==> src/rtl/emac_dma_sched.sv <==
// Two-channel round-robin DMA scheduler for the EMAC buffer (ch0 TX writes, ch1 RX reads).
// Optional watchdog abort on stalled REQ/XFER when EMAC_DMA_TIMEOUT_EN is defined.
module emac_dma_sched #(
    parameter int LEN_WIDTH   = 11,
    parameter int MAX_BURST   = 16,
    parameter int TIMEOUT_CYC = 1024
) (
    input  logic                 sysclk_i,
    input  logic                 reset_i,
    input  logic                 tx_start_i,
    input  logic [LEN_WIDTH-1:0] tx_len_i,
    input  logic                 rx_rdy_i,
    input  logic [LEN_WIDTH-1:0] rx_len_i,
    input  logic [1:0]           grant_dma_i,
    input  logic                 dma_req_wr_i,
    input  logic                 dma_req_rd_i,
    output logic [1:0]           req_dma_o,
    output logic [1:0]           hold_dma_o,
    output logic                 tx_busy_o,
    output logic                 rx_busy_o,
    output logic                 tx_done_o,
    output logic                 rx_done_o,
    output logic                 dma_err_o
);

    localparam int BW = $clog2(MAX_BURST + 1);
    localparam logic [BW-1:0] BURST_LAST = BW'(MAX_BURST - 1);

    if (MAX_BURST < 1 || TIMEOUT_CYC < 1) begin : g_bad_param
        $error("emac_dma_sched: MAX_BURST and TIMEOUT_CYC must be >= 1");
    end

    typedef enum logic [2:0] {
        S_IDLE,
        S_REQ,
        S_XFER,
        S_DONE,
        S_REL
    } state_t;

    state_t               state, state_nx;
    logic                 ch, ch_nx;
    logic                 rr_last, rr_last_nx;
    logic                 tx_pend, tx_pend_nx;
    logic [LEN_WIDTH-1:0] tx_rem, tx_rem_nx;
    logic                 rx_act, rx_act_nx;
    logic [LEN_WIDTH-1:0] rx_rem, rx_rem_nx;
    logic [BW-1:0]        burst, burst_nx;

    logic                 pick;
    logic [LEN_WIDTH-1:0] pick_rem;
    logic [LEN_WIDTH-1:0] cur_rem;
    logic                 ack;
    logic                 grant;
    logic                 tmo_hit;

    // Tie-break favours the channel not served last; a lone pending channel always wins.
    assign pick     = (tx_pend && rx_act) ? ~rr_last : rx_act;
    assign pick_rem = pick ? rx_rem : tx_rem;
    assign cur_rem  = ch ? rx_rem : tx_rem;
    assign ack      = ch ? dma_req_rd_i : dma_req_wr_i;
    assign grant    = grant_dma_i[ch];

`ifdef EMAC_DMA_TIMEOUT_EN
    localparam int TW = $clog2(TIMEOUT_CYC + 1);

    logic [TW-1:0] tmo_cnt;
    logic          tmo_active;
    logic          tmo_kick;
    logic          err_q;

    assign tmo_active = (state == S_REQ) || (state == S_XFER);
    assign tmo_kick   = grant || ((state == S_XFER) && ack);
    assign tmo_hit    = tmo_active && !tmo_kick && (tmo_cnt == TW'(TIMEOUT_CYC - 1));

    always_ff @(posedge sysclk_i or negedge reset_i) begin
        if (!reset_i) begin
            tmo_cnt <= '0;
            err_q   <= 1'b0;
        end else begin
            err_q <= tmo_hit;
            if (!tmo_active || tmo_kick || (state_nx != state)) begin
                tmo_cnt <= '0;
            end else begin
                tmo_cnt <= tmo_cnt + 1'b1;
            end
        end
    end

    assign dma_err_o = err_q;
`else
    assign tmo_hit   = 1'b0;
    assign dma_err_o = 1'b0;
`endif

    always_ff @(posedge sysclk_i or negedge reset_i) begin
        if (!reset_i) begin
            state   <= S_IDLE;
            ch      <= 1'b0;
            rr_last <= 1'b1;
            tx_pend <= 1'b0;
            tx_rem  <= '0;
            rx_act  <= 1'b0;
            rx_rem  <= '0;
            burst   <= '0;
        end else begin
            state   <= state_nx;
            ch      <= ch_nx;
            rr_last <= rr_last_nx;
            tx_pend <= tx_pend_nx;
            tx_rem  <= tx_rem_nx;
            rx_act  <= rx_act_nx;
            rx_rem  <= rx_rem_nx;
            burst   <= burst_nx;
        end
    end

    always_comb begin
        state_nx   = state;
        ch_nx      = ch;
        rr_last_nx = rr_last;
        tx_pend_nx = tx_pend;
        tx_rem_nx  = tx_rem;
        rx_act_nx  = rx_act;
        rx_rem_nx  = rx_rem;
        burst_nx   = burst;

        // A start while TX is pending or active is dropped, so no job is ever overwritten.
        if (tx_start_i && !tx_pend) begin
            tx_pend_nx = 1'b1;
            tx_rem_nx  = tx_len_i;
        end

        case (state)
            S_IDLE: begin
                if (rx_rdy_i && !rx_act) begin
                    rx_act_nx = 1'b1;
                    rx_rem_nx = rx_len_i;
                end
                if (tx_pend || rx_act) begin
                    ch_nx    = pick;
                    burst_nx = '0;
                    if (pick_rem == '0) begin
                        state_nx = S_DONE;
                        if (pick) rx_act_nx = 1'b0;
                        else      tx_pend_nx = 1'b0;
                    end else begin
                        state_nx = S_REQ;
                    end
                end
            end

            S_REQ: begin
                if (tmo_hit) begin
                    state_nx   = S_IDLE;
                    rr_last_nx = ch;
                    if (ch) rx_act_nx = 1'b0;
                    else    tx_pend_nx = 1'b0;
                end else if (grant) begin
                    state_nx = S_XFER;
                end
            end

            S_XFER: begin
                if (tmo_hit) begin
                    state_nx   = S_IDLE;
                    rr_last_nx = ch;
                    if (ch) rx_act_nx = 1'b0;
                    else    tx_pend_nx = 1'b0;
                end else if (ack) begin
                    burst_nx = burst + 1'b1;
                    if (ch) rx_rem_nx = rx_rem - 1'b1;
                    else    tx_rem_nx = tx_rem - 1'b1;
                    if (cur_rem == LEN_WIDTH'(1)) begin
                        state_nx = S_DONE;
                        if (ch) rx_act_nx = 1'b0;
                        else    tx_pend_nx = 1'b0;
                    end else if (burst == BURST_LAST) begin
                        state_nx = S_REL;
                    end
                end
            end

            S_REL: begin
                state_nx   = S_IDLE;
                rr_last_nx = ch;
            end

            S_DONE: begin
                state_nx   = S_IDLE;
                rr_last_nx = ch;
            end

            default: state_nx = S_IDLE;
        endcase
    end

    // Outputs decode only the registered state, so they drop at once on async reset.
    always_comb begin
        req_dma_o  = 2'b00;
        hold_dma_o = 2'b00;
        if ((state == S_REQ) || (state == S_XFER)) begin
            req_dma_o = ch ? 2'b10 : 2'b01;
        end
        if (state == S_XFER) begin
            hold_dma_o = ch ? 2'b10 : 2'b01;
        end
    end

    assign tx_busy_o = tx_pend;
    assign rx_busy_o = rx_act;
    assign tx_done_o = (state == S_DONE) && !ch;
    assign rx_done_o = (state == S_DONE) && ch;

endmodule

==> config.mk <==
export PLATFORM = sky130hd
export DESIGN_NAME = emac_dma_sched
export DESIGN_NICKNAME = d
export VERILOG_FILES = /design/src/rtl/emac_dma_sched.sv
export SDC_FILE = /design/constraint.sdc
export NUM_CORES = 1
export LEC_CHECK = 0
export BUFFER_PORTS_ARGS = -buffer_cell sky130_fd_sc_hd__buf_4
export CORE_AREA = 2 2 67 69
export DETAILED_ROUTE_END_ITERATION = 10
export DIE_AREA = 0 0 69 71
export PLACE_DENSITY = 0.81
export SETUP_SLACK_MARGIN = 0.1
export SLEW_MARGIN = 20
export SYNTH_ARGS = -nofsm -noshare
export SYNTH_HDL_FRONTEND = slang
export SYNTH_SLANG_ARGS = --single-unit
==> constraint.sdc <==
create_clock -name sysclk_i -period 2.5 [get_ports sysclk_i]
set_input_delay 0.25 -clock sysclk_i [delete_from_list [all_inputs] [get_ports sysclk_i]]
set_output_delay 0.25 -clock sysclk_i [all_outputs]
set_load 0.02 [all_outputs]
==> results of run 1 <==
## critical path, stage by stage, from the launching register on
cell     delay (ns)
dfrtp_1        0.53
or3b_1         0.55
buf_4          0.25
nor2_1         0.12
buf_4          0.16
## final timing paths
kind / endpoint / slack [ns]
worst max register to register: state[1] / 0.50
worst max-delay path: hold_dma_o[0] / 0.36
worst min-delay path: tx_rem[8] / 0.19
min in group asynchronous: tx_rem[4] / 0.45
max in group asynchronous: rr_last / 1.71
worst min register to register: burst[4] / 0.51
## cells by family (layout without fill, tap and decap cells)
family	after synthesis	count (layout)	share of synthesized area
AND/OR/NAND/NOR	109	109	0.2792
XOR/XNOR	1	1	0.003894
multiplexers	5	5	0.02503
flip-flops	34	34	0.3788
adder cells (fa/ha/maj)	4	4	0.02225
AO/OA/AOI/OAI	76	76	0.2292
other	1	1	0.001667
buffers and inverters	29	63	0.06007
## cell type report
class                           instances  area (sq um)
Clock inverter                          2         12.51
Multi-Input combinational cell        196          1262
Inverter                               14         52.55
Fill cell                             374          1567
Clock buffer                            6         82.58
Tap cell                               52         65.06
Sequential cell                        34         852.1
Timing Repair Buffer                   41         310.3
## flip-flops by register name (all words and copies together), names as in the netlist
register and count:
burst 5, ch 1, rr_last 1, rx_busy_o 1, rx_rem 11, state 3, tx_busy_o 1, tx_rem 11
## layer usage
layer  track usage  vias up  wire, um
met3       0.05413        4       262
met1        0.3027     1010      2474
met4       0.05882        0        49
li1              -     1032         -
met2        0.3803       53      2552
met5             0        -         0
## where the power goes
group	switching (mW)	total (mW)	internal (mW)
clock network	0.209	0.430	0.221
registers	0.322	1.09	0.766
logic	0.678	1.25	0.573
total	1.21	2.77	1.56
## Yosys cell counts (2+ instances only)
master,instances,area share
buf_4,3,0.010
a21oi_1,18,0.040
o311ai_1,3,0.012
nor2b_1,2,0.0056
nand2_1,15,0.025
a21o_1,2,0.0067
nand4_1,3,0.0083
a31oi_1,3,0.0083
and3_1,6,0.017
a22o_1,2,0.0078
nor3_1,16,0.036
ha_1,4,0.022
clkbuf_1,5,0.0083
and4_1,4,0.016
o2bb2ai_1,2,0.0078
o21ai_1,10,0.022
nor3b_1,4,0.013
or3_1,3,0.0083
mux2i_1,3,0.013
nor2_1,24,0.040
nand2b_1,5,0.014
o22a_1,2,0.0078
o31a_1,2,0.0078
or4_1,2,0.0067
o21bai_1,2,0.0067
or4b_1,2,0.0089
nor4b_1,3,0.012
buf_2,6,0.013
o21a_1,3,0.010
inv_1,14,0.023
dfrtp_1,33,0.37
nand3_1,5,0.011
o211ai_1,2,0.0067
a211oi_1,3,0.010
o21ai_0,5,0.011
a32o_1,2,0.0089
or3_4,2,0.010
nor4_1,5,0.014
o22ai_1,4,0.011
==> flow_metrics.env, run 1 <==
export IMPL_period_share=0.8576
export IMPL_critPathArrivalTime_ns=1.89
export IMPL_slew_violations=0
export IMPL_r2r_start="ch"
export IMPL_die_height_um=71
export IMPL_max_slew_margin=0.6416
export IMPL_h_tree_depth=2
export IMPL_dpl_cell_area_sq_um=2532
export IMPL_gp_congestion=0.8573
export IMPL_grt_pass1_wl_mm=9.197
export IMPL_r2r_cells=4
export IMPL_dp_cells=336
export IMPL_fin_nets=326
export IMPL_grt_max_degree=35
export IMPL_crit_start="state[2]"
export IMPL_core_area_sq_um=4204
export IMPL_worst_slack_ns=0.3559
export IMPL_finalHoldViolCount=0
export IMPL_fin_skew_ns=0.009602
export IMPL_fp_dieW_um=69
export IMPL_vias=2099
export IMPL_cts_hold_buf=1
export IMPL_cp_required_ns=2.25
export IMPL_ant_nets=0
export IMPL_post_cts_repair_setup_buffers=0
export IMPL_clkSlewWorstSetupHoldPaths_ns=0.08
export IMPL_avgViaCountPerCell=6.084
export IMPL_port_buffers=37
export IMPL_cts_sinks=34
export IMPL_critical_path_class="reg -> out"
export IMPL_rows=24
export IMPL_final_common_cell="buf_4"
export IMPL_first_pass_iters=4
export IMPL_area_delta_synth_final_pct=17.24
export IMPL_overflow=0
export IMPL_worstSetupStartpointType="register"
export IMPL_yosysUniqueCellTypes=64
export IMPL_synthCells=259
export IMPL_avgSynthCellArea_sq_um=8.686
export IMPL_grt_usage=0.2288
export IMPL_layout_common_cells="buf_4, dfrtp_1, nor2_1"
export IMPL_run_status="finished clean"
export IMPL_yosysWarnings=0
export IMPL_synth_edff_count=0
export IMPL_fin_util=0.6274
export IMPL_hold_depth=2
export IMPL_synth_ff_type="dfrtp_1"
export IMPL_max_freq_mhz=466.4
export IMPL_synthesis_area_sq_um=2250
export IMPL_maxCapViolations=0
export IMPL_drcViolationCount=0
export IMPL_setup_viol=0
export IMPL_hpwl_mm=3.887
export IMPL_p_leak_nw=1.149
export IMPL_rsz0062_at_grt="no"
export IMPL_hp_start="tx_len_i[8]"
export IMPL_syn_nets=293
export IMPL_worstSetupEndpointType="output port"
export IMPL_finalInstanceArea_sq_um=2638
export IMPL_worst_skew_pair_late_latency_ns=0.29
export IMPL_drive_gt1_frac=0.2082
export IMPL_die_area_sq_um=4899
export IMPL_fin_cells=345
export IMPL_grt_pass1_vias=2013
export IMPL_cp_max_fo=19
export IMPL_p_total_mw=2.770
export IMPL_wl_per_cell_um=15.47
export IMPL_tns_ns=0
export IMPL_cellPowerDensity_nw_per_um2=1050
export IMPL_vdd_drop_max_uv=645.9
export IMPL_first_iter_violations=150
export IMPL_yosysSeqAreaShare=0.3788
export IMPL_min_period_ns=2.144
export IMPL_hold_path_class="in -> reg"
export IMPL_start_util=0.5351
export IMPL_ys_async_sr_fraction=1.000
export IMPL_cts_buffer_depth=2
export IMPL_cts_tree="yes"
export IMPL_worst_pin_slew_ns=0.5334
export IMPL_cts_root_buf="clkbuf_8"
export IMPL_antenna_diode_count=0
export IMPL_num_io_pins=39
export IMPL_antenna_found_initial=0
export IMPL_cts_repair_resized=0
export IMPL_synth_seq_cells=34
export IMPL_whs_ns=0.1896
export IMPL_cts_buffers=5
export IMPL_dp_slack_ns=0.5285
export IMPL_drt_total_wl_mm=5.338
Note: power is estimated with default switching activity, not from simulation.
==> inputs of run 2 (changes only) <==
Settings changed: PLACE_DENSITY 0.81 to 0.8.
==> run 2 against run 1 <==
Against the previous run:
- routed wire length down 0.24%
- clock-buffer cell count rose by 1
- sequential share of layout area hardly changed
- final area grew 0.14%
- fmax up 1.3%
- critical path depth unchanged
- first-iteration DRC count decreased by 7.3%
- global-route usage grew 0.84 points
- hold slack lost 0.0066 ns
- clock power is 1% lower
- largest cell class unchanged
==> flow_metrics.env, run 2 (same netlist as run 1, synthesis figures left out) <==
export IMPL_run_status="finished clean"
export IMPL_setup_viol=0
export IMPL_rsz0062_at_grt="no"
export IMPL_antenna_diode_count=0
export IMPL_fin_skew_ns=0.01155
export IMPL_max_slew_margin=0.6401
export IMPL_layout_common_cells="buf_4, dfrtp_1, nor2_1"
export IMPL_worst_slack_ns=0.3837
export IMPL_first_iter_violations=139
export IMPL_grt_usage=0.2372
export IMPL_cts_root_buf="clkbuf_8"
export IMPL_core_area_sq_um=4204
export IMPL_worstSetupStartpointType="register"
export IMPL_fin_util=0.6283
export IMPL_hold_depth=3
export IMPL_hpwl_mm=3.891
export IMPL_hp_start="tx_len_i[10]"
export IMPL_antenna_found_initial=0
export IMPL_worstSetupEndpointType="output port"
export IMPL_whs_ns=0.1829
export IMPL_worst_path_buf_inv=2
export IMPL_cp_required_ns=2.25
export IMPL_p_clk_frac=0.154
export IMPL_cpMostUsedCell="buf_4"
export IMPL_grt_pass1_wl_mm=9.418
export IMPL_cts_repair_resized=0
export IMPL_dpl_cell_area_sq_um=2540
export IMPL_crit_family="simple AND/OR/NAND/NOR gates"
export IMPL_fin_nets=327
export IMPL_h_tree_depth=2
export IMPL_slew_violations=0
export IMPL_whs_endpoint="tx_rem[10]"
export IMPL_dp_cells=337
export IMPL_min_period_ns=2.116
export IMPL_netSwitchingFraction=0.4351
export IMPL_p_total_mw=2.763
export IMPL_first_pass_iters=4
export IMPL_gp_congestion=0.8292
export IMPL_grt_max_degree=35
export IMPL_p_leak_nw=1.155
export IMPL_fp_dieW_um=69
export IMPL_final_common_cell="buf_4"
export IMPL_r2r_end="rx_rem[10]"
export IMPL_crit_chain="or3b_1 > buf_4 > nor2_1 > buf_4"
export IMPL_cts_buffers=5
export IMPL_die_height_um=71
export IMPL_reg_top3="rx_rem (11), tx_rem (11), burst (5)"
export IMPL_start_util=0.5351
export IMPL_r2r_cells=6
export IMPL_finalHoldViolCount=0
export IMPL_port_buffers=37
export IMPL_power_internal_mw=1.561
export IMPL_finalInstanceArea_sq_um=2641
export IMPL_area_delta_synth_final_pct=17.41
export IMPL_p_seq_frac=0.390
export IMPL_post_cts_repair_setup_buffers=0
export IMPL_clkSlewWorstSetupHoldPaths_ns=0.07
export IMPL_drive_gt1_frac=0.2075
export IMPL_hold_path_class="in -> reg"
export IMPL_cellPowerDensity_nw_per_um2=1046
export IMPL_num_io_pins=39
export IMPL_critPathArrivalTime_ns=1.87
export IMPL_vdd_drop_max_uv=567.8
export IMPL_avgViaCountPerCell=6.087
export IMPL_critical_path_class="reg -> out"
export IMPL_combPwrFrac=0.456
export IMPL_fin_cells=346
export IMPL_p_sw_mw=1.202
export IMPL_drt_total_wl_mm=5.325
export IMPL_worst_pin_slew_ns=0.5357
export IMPL_dp_slack_ns=0.4908
export IMPL_cts_buffer_depth=2
export IMPL_max_stage_delay_ns=0.52
export IMPL_ant_nets=0
export IMPL_rows=24
export IMPL_tns_ns=0
export IMPL_grt_pass1_vias=1941
export IMPL_r2r_start="rx_rem[0]"
export IMPL_num_fill_cells=348
export IMPL_maxCapViolations=0
export IMPL_slowest_stage="dfrtp_1"
export IMPL_cp_max_fo=19
export IMPL_vias=2106
export IMPL_max_freq_mhz=472.5
export IMPL_regToRegSetupSlack_ns=0.45
export IMPL_cts_tree="yes"
export IMPL_overflow=0
export IMPL_drcViolationCount=0
export IMPL_wl_per_cell_um=15.39
export IMPL_die_area_sq_um=4899
export IMPL_cts_sinks=34
export IMPL_period_share=0.8465
export IMPL_worst_skew_pair_late_latency_ns=0.29
run 2: per-layer routing:
layer  global-route usage  wire, um  vias up  part of all wire
met5                    0         0        -                 0
met4              0.07625        79        0             0.015
met3              0.04986       275        7             0.052
met2               0.3921      2561       52              0.48
met1               0.3134      2409     1011              0.45
li1                     -         -     1036                 -
run 2: how the worst max path moves through the flow:
stage,startpoint,end,slack (ns),cells past startpoint
after floorplan,state[2],hold_dma_o[0],0.74,5
after global placement,rx_rem[0],rx_rem[10],0.50,6
after detailed placement,rx_rem[0],rx_rem[8],0.49,6
after CTS,state[0],hold_dma_o[0],0.38,4
after global routing,state[1],hold_dma_o[0],0.29,4
final,state[0],hold_dma_o[0],0.38,4
run 2: power groups by stage:
stage / Clock (mW) / Sequential [mW] / Combinational (mW)
2_1_floorplan: 0 / 0.950 / 1.05
3_3_place_gp: 0 / 1.07 / 1.22
4_1_cts: 0.432 / 1.07 / 1.26
6_report: 0.425 / 1.08 / 1.26
3_5_place_dp: 0 / 1.08 / 1.25
5_1_grt: 0.466 / 1.12 / 1.42
run 2: layout make-up:
class / count / area, sq um / share of cell area
clock buffer: 7 / 86.33 / 0.03269
clock inverter: 1 / 5.005 / 0.001895
inverter: 14 / 52.55 / 0.01990
multi-input combinational: 196 / 1262 / 0.4780
sequential: 34 / 852.1 / 0.3226
tap: 52 / 65.06 / 0.02463
timing repair buffer: 42 / 317.8 / 0.1203
run 2: repair_timing:
item                       CTS  global route
setup endpoints to repair    0             0
hold endpoints to repair    33             0
hold buffers                 1             0
run 2: worst reg2reg max path, delay by kind of cell (launching register included):
kind,cells,cell delay [ns]
simple gates,2,0.90
flops,1,0.40
compound gates,2,0.36
fa+ha+maj,1,0.20
buf+inv,1,0.09
==> inputs of run 3 (changes only) <==
Settings changed: ABC_AREA from default to 1, CORE_AREA 2 2 67 69 to 2 2 70 72, DIE_AREA 0 0 69 71 to 0 0 72 74, PLACE_DENSITY 0.8 to 0.77.
Clock period 2.5 ns to 1.9 ns, I/O delays scaled along.
==> run 3 against run 2 <==
Against the previous run:
- clock-buffer cell count is 1 higher
- worst setup slack worse by 0.15 ns
- sequential share of layout area is 0.80 points lower
- global-route usage is 2.9 points lower
- first-iteration DRC count is 5.0% lower
- hold slack worse by 0.020 ns
- clock skew is 0.0079 ns lower
- flip-flop and latch count stayed put
- final area is 2.6% higher
- die area is 8.8% higher
- highest routed layer unchanged
==> flow_metrics.env, run 3 <==
export IMPL_num_io_pins=39
export IMPL_worstSetupStartpointType="register"
export IMPL_worstSetupEndpointType="output port"
export IMPL_syn_nets=346
export IMPL_drt_total_wl_mm=5.098
export IMPL_hold_path_class="in -> reg"
export IMPL_h_tree_depth=2
export IMPL_cellPowerDensity_nw_per_um2=1516
export IMPL_ys_async_sr_fraction=1.000
export IMPL_p_leak_nw=1.369
export IMPL_synthesis_area_sq_um=2237
export IMPL_drive_gt1_frac=0.1961
export IMPL_post_cts_repair_setup_buffers=0
export IMPL_avgViaCountPerCell=5.175
export IMPL_max_stage_delay_ns=0.42
export IMPL_finalHoldViolCount=0
export IMPL_cts_sinks=34
export IMPL_run_status="finished clean"
export IMPL_yosysMostFrequentCell="nand2_1"
export IMPL_setup_viol=0
export IMPL_finalInstanceArea_sq_um=2709
export IMPL_critPathArrivalTime_ns=1.48
export IMPL_vias=2127
export IMPL_synth_edff_count=0
export IMPL_grt_usage=0.2079
export IMPL_yosysWarnings=0
export IMPL_vdd_drop_max_uv=647.0
export IMPL_wl_per_cell_um=12.40
export IMPL_yosysSeqAreaShare=0.3809
export IMPL_ant_nets=0
export IMPL_dp_cells=402
export IMPL_synth_seq_cells=34
export IMPL_grt_pass1_vias=1939
export IMPL_fin_cells=411
export IMPL_worst_skew_pair_late_latency_ns=0.29
export IMPL_cts_tree="yes"
export IMPL_start_util=0.4865
export IMPL_cpMostUsedCell="buf_4"
export IMPL_hpwl_mm=3.838
export IMPL_fp_dieW_um=72
export IMPL_cp_max_fo=11
export IMPL_cp_required_ns=1.71
export IMPL_r2r_start="state[1]"
export IMPL_die_area_sq_um=5328
export IMPL_r2r_end="rx_rem[9]"
export IMPL_antenna_found_initial=0
export IMPL_grt_pass1_wl_mm=8.625
export IMPL_cts_buffer_depth=2
export IMPL_worst_path_buf_inv=2
export IMPL_critical_path_class="reg -> out"
export IMPL_min_period_ns=1.670
export IMPL_die_height_um=74
export IMPL_crit_chain="nor2_4 > nand2_4 > buf_4 > nor2_1 > buf_4"
export IMPL_drcViolationCount=0
export IMPL_cts_buffers=5
export IMPL_synthTopCellsByArea="dfrtp_1, nand2_1, nor2_1, inv_1, nand3_1"
export IMPL_hp_start="tx_len_i[1]"
export IMPL_final_common_cell="nand2_1"
export IMPL_layout_common_cells="nand2_1, nor2_1, buf_4"
export IMPL_port_buffers=37
export IMPL_avgSynthCellArea_sq_um=7.170
export IMPL_overflow=0
export IMPL_grt_max_degree=35
export IMPL_rows=25
export IMPL_max_freq_mhz=598.9
export IMPL_regToRegSetupSlack_ns=0.28
export IMPL_yosys_area_top_type="dfrtp_1"
export IMPL_num_fill_cells=441
export IMPL_synthCells=312
export IMPL_reg_top3="rx_rem (11), tx_rem (11), burst (5)"
export IMPL_first_iter_violations=132
export IMPL_clkSlewWorstSetupHoldPaths_ns=0.07
export IMPL_antenna_diode_count=0
export IMPL_gp_congestion=0.9320
export IMPL_rsz0062_at_grt="no"
export IMPL_whs_endpoint="tx_rem[1]"
export IMPL_synth_ff_type="dfrtp_1"
export IMPL_period_share=0.8788
export IMPL_hold_depth=3
export IMPL_crit_family="simple AND/OR/NAND/NOR gates"
export IMPL_area_delta_synth_final_pct=21.09
export IMPL_tns_ns=0
export IMPL_first_pass_iters=5
export IMPL_slew_violations=0
export IMPL_cts_root_buf="clkbuf_8"
export IMPL_r2r_cells=7
export IMPL_yosysUniqueCellTypes=34
export IMPL_fin_skew_ns=0.003705
export IMPL_synth_top_area_share=0.3691
export IMPL_core_area_sq_um=4598
export IMPL_fin_nets=390
export IMPL_synth_common_cells="nand2_1, nor2_1, inv_1"
export IMPL_slowest_stage="dfrtp_1"
export IMPL_dpl_cell_area_sq_um=2576
export IMPL_maxCapViolations=0
==> run 3: cell types whose count changed in the layout (fill, tap and decap cells not counted), moves of 13 or more <==
cell,previous run,this run
inv_1,14,36
nand2_1,15,69
nand3_1,5,23
nor2_1,24,46
nor3_1,16,3
o21ai_0,5,23
==> run 3: layout make-up <==
cell class | instances | area [sq um] | share of cell area
clock buffers | 8 | 110.1 | 0.04065
inverters | 39 | 148.9 | 0.05497
multi-input cells | 230 | 1182 | 0.4365
flip-flops and latches | 34 | 852.1 | 0.3145
well taps | 54 | 67.56 | 0.02494
repair buffers | 46 | 347.8 | 0.1284
==> run 3: timing repair <==
action,CTS,global route
hold endpoints to repair,33,0
hold buffers,1,0
endpoints found under the setup margin,0,10
resized for setup,0,3
==> run 3: kinds of logic (layout without fill, tap and decap cells) <==
| kind of cell | count (synthesis) | after routing | synth area share |
|---|---|---|---|
| buf+inv | 48 | 93 | 0.09508 |
| fa+ha+maj | 4 | 4 | 0.02237 |
| compound gates | 61 | 61 | 0.1555 |
| mux | 5 | 5 | 0.02461 |
| flops | 34 | 34 | 0.3809 |
| simple gates | 149 | 149 | 0.2808 |
| xor+xnor | 10 | 10 | 0.03915 |
| other cells | 1 | 1 | 0.001676 |
==> run 3: how the worst max path moves through the flow <==
stage / start / endpoint / slack, ns / depth (start not counted)
4_1_cts: state[2] / hold_dma_o[1] / 0.18 / 5
3_5_place_dp: state[1] / rx_rem[9] / 0.23 / 7
2_1_floorplan: state[2] / rx_rem[7] / 0.31 / 9
3_3_place_gp: state[1] / rx_rem[9] / 0.27 / 7
5_1_grt: state[1] / rx_rem[3] / 0.1 / 7
6_report: state[2] / hold_dma_o[1] / 0.23 / 5
==> run 3: power breakdown <==
part	switching [mW]	internal [mW]	total [mW]	leakage (nW)
logic	1.33	0.825	2.15	0.895
registers	0.270	1.05	1.32	0.417
clock network	0.267	0.366	0.633	0.0575
==> run 3: metrics by stage <==
step           worst slack [ns]  hold slack, ns  utilization  power, mW
2_1_floorplan            0.3093         -0.1056            -      2.917
3_3_place_gp             0.2666          0.1627       0.5603      3.386
3_5_place_dp             0.2289          0.1639       0.5603      3.433
4_1_cts                  0.1751          0.1724       0.5864      4.080
5_1_grt                 0.09908          0.1922       0.5891      4.504
6_report                 0.2303          0.1632       0.5891      4.106
==> run 3: worst reg2reg max path, stage by stage (launching register included) <==
cell,delay (ns)
dfrtp_1,0.46
nand2_4,0.17
nor2_1,0.08
nor2_2,0.21
nand2_4,0.12
inv_2,0.23
o21ai_0,0.14
o21ai_1,0.14
==> run 3: per-layer routing <==
layer	up-vias	track usage	part of all wire
met5	-	0	0
met4	0	0.07128	0.016
met3	8	0.04336	0.064
met2	75	0.3230	0.44
met1	948	0.2915	0.48
li1	1096	-	-
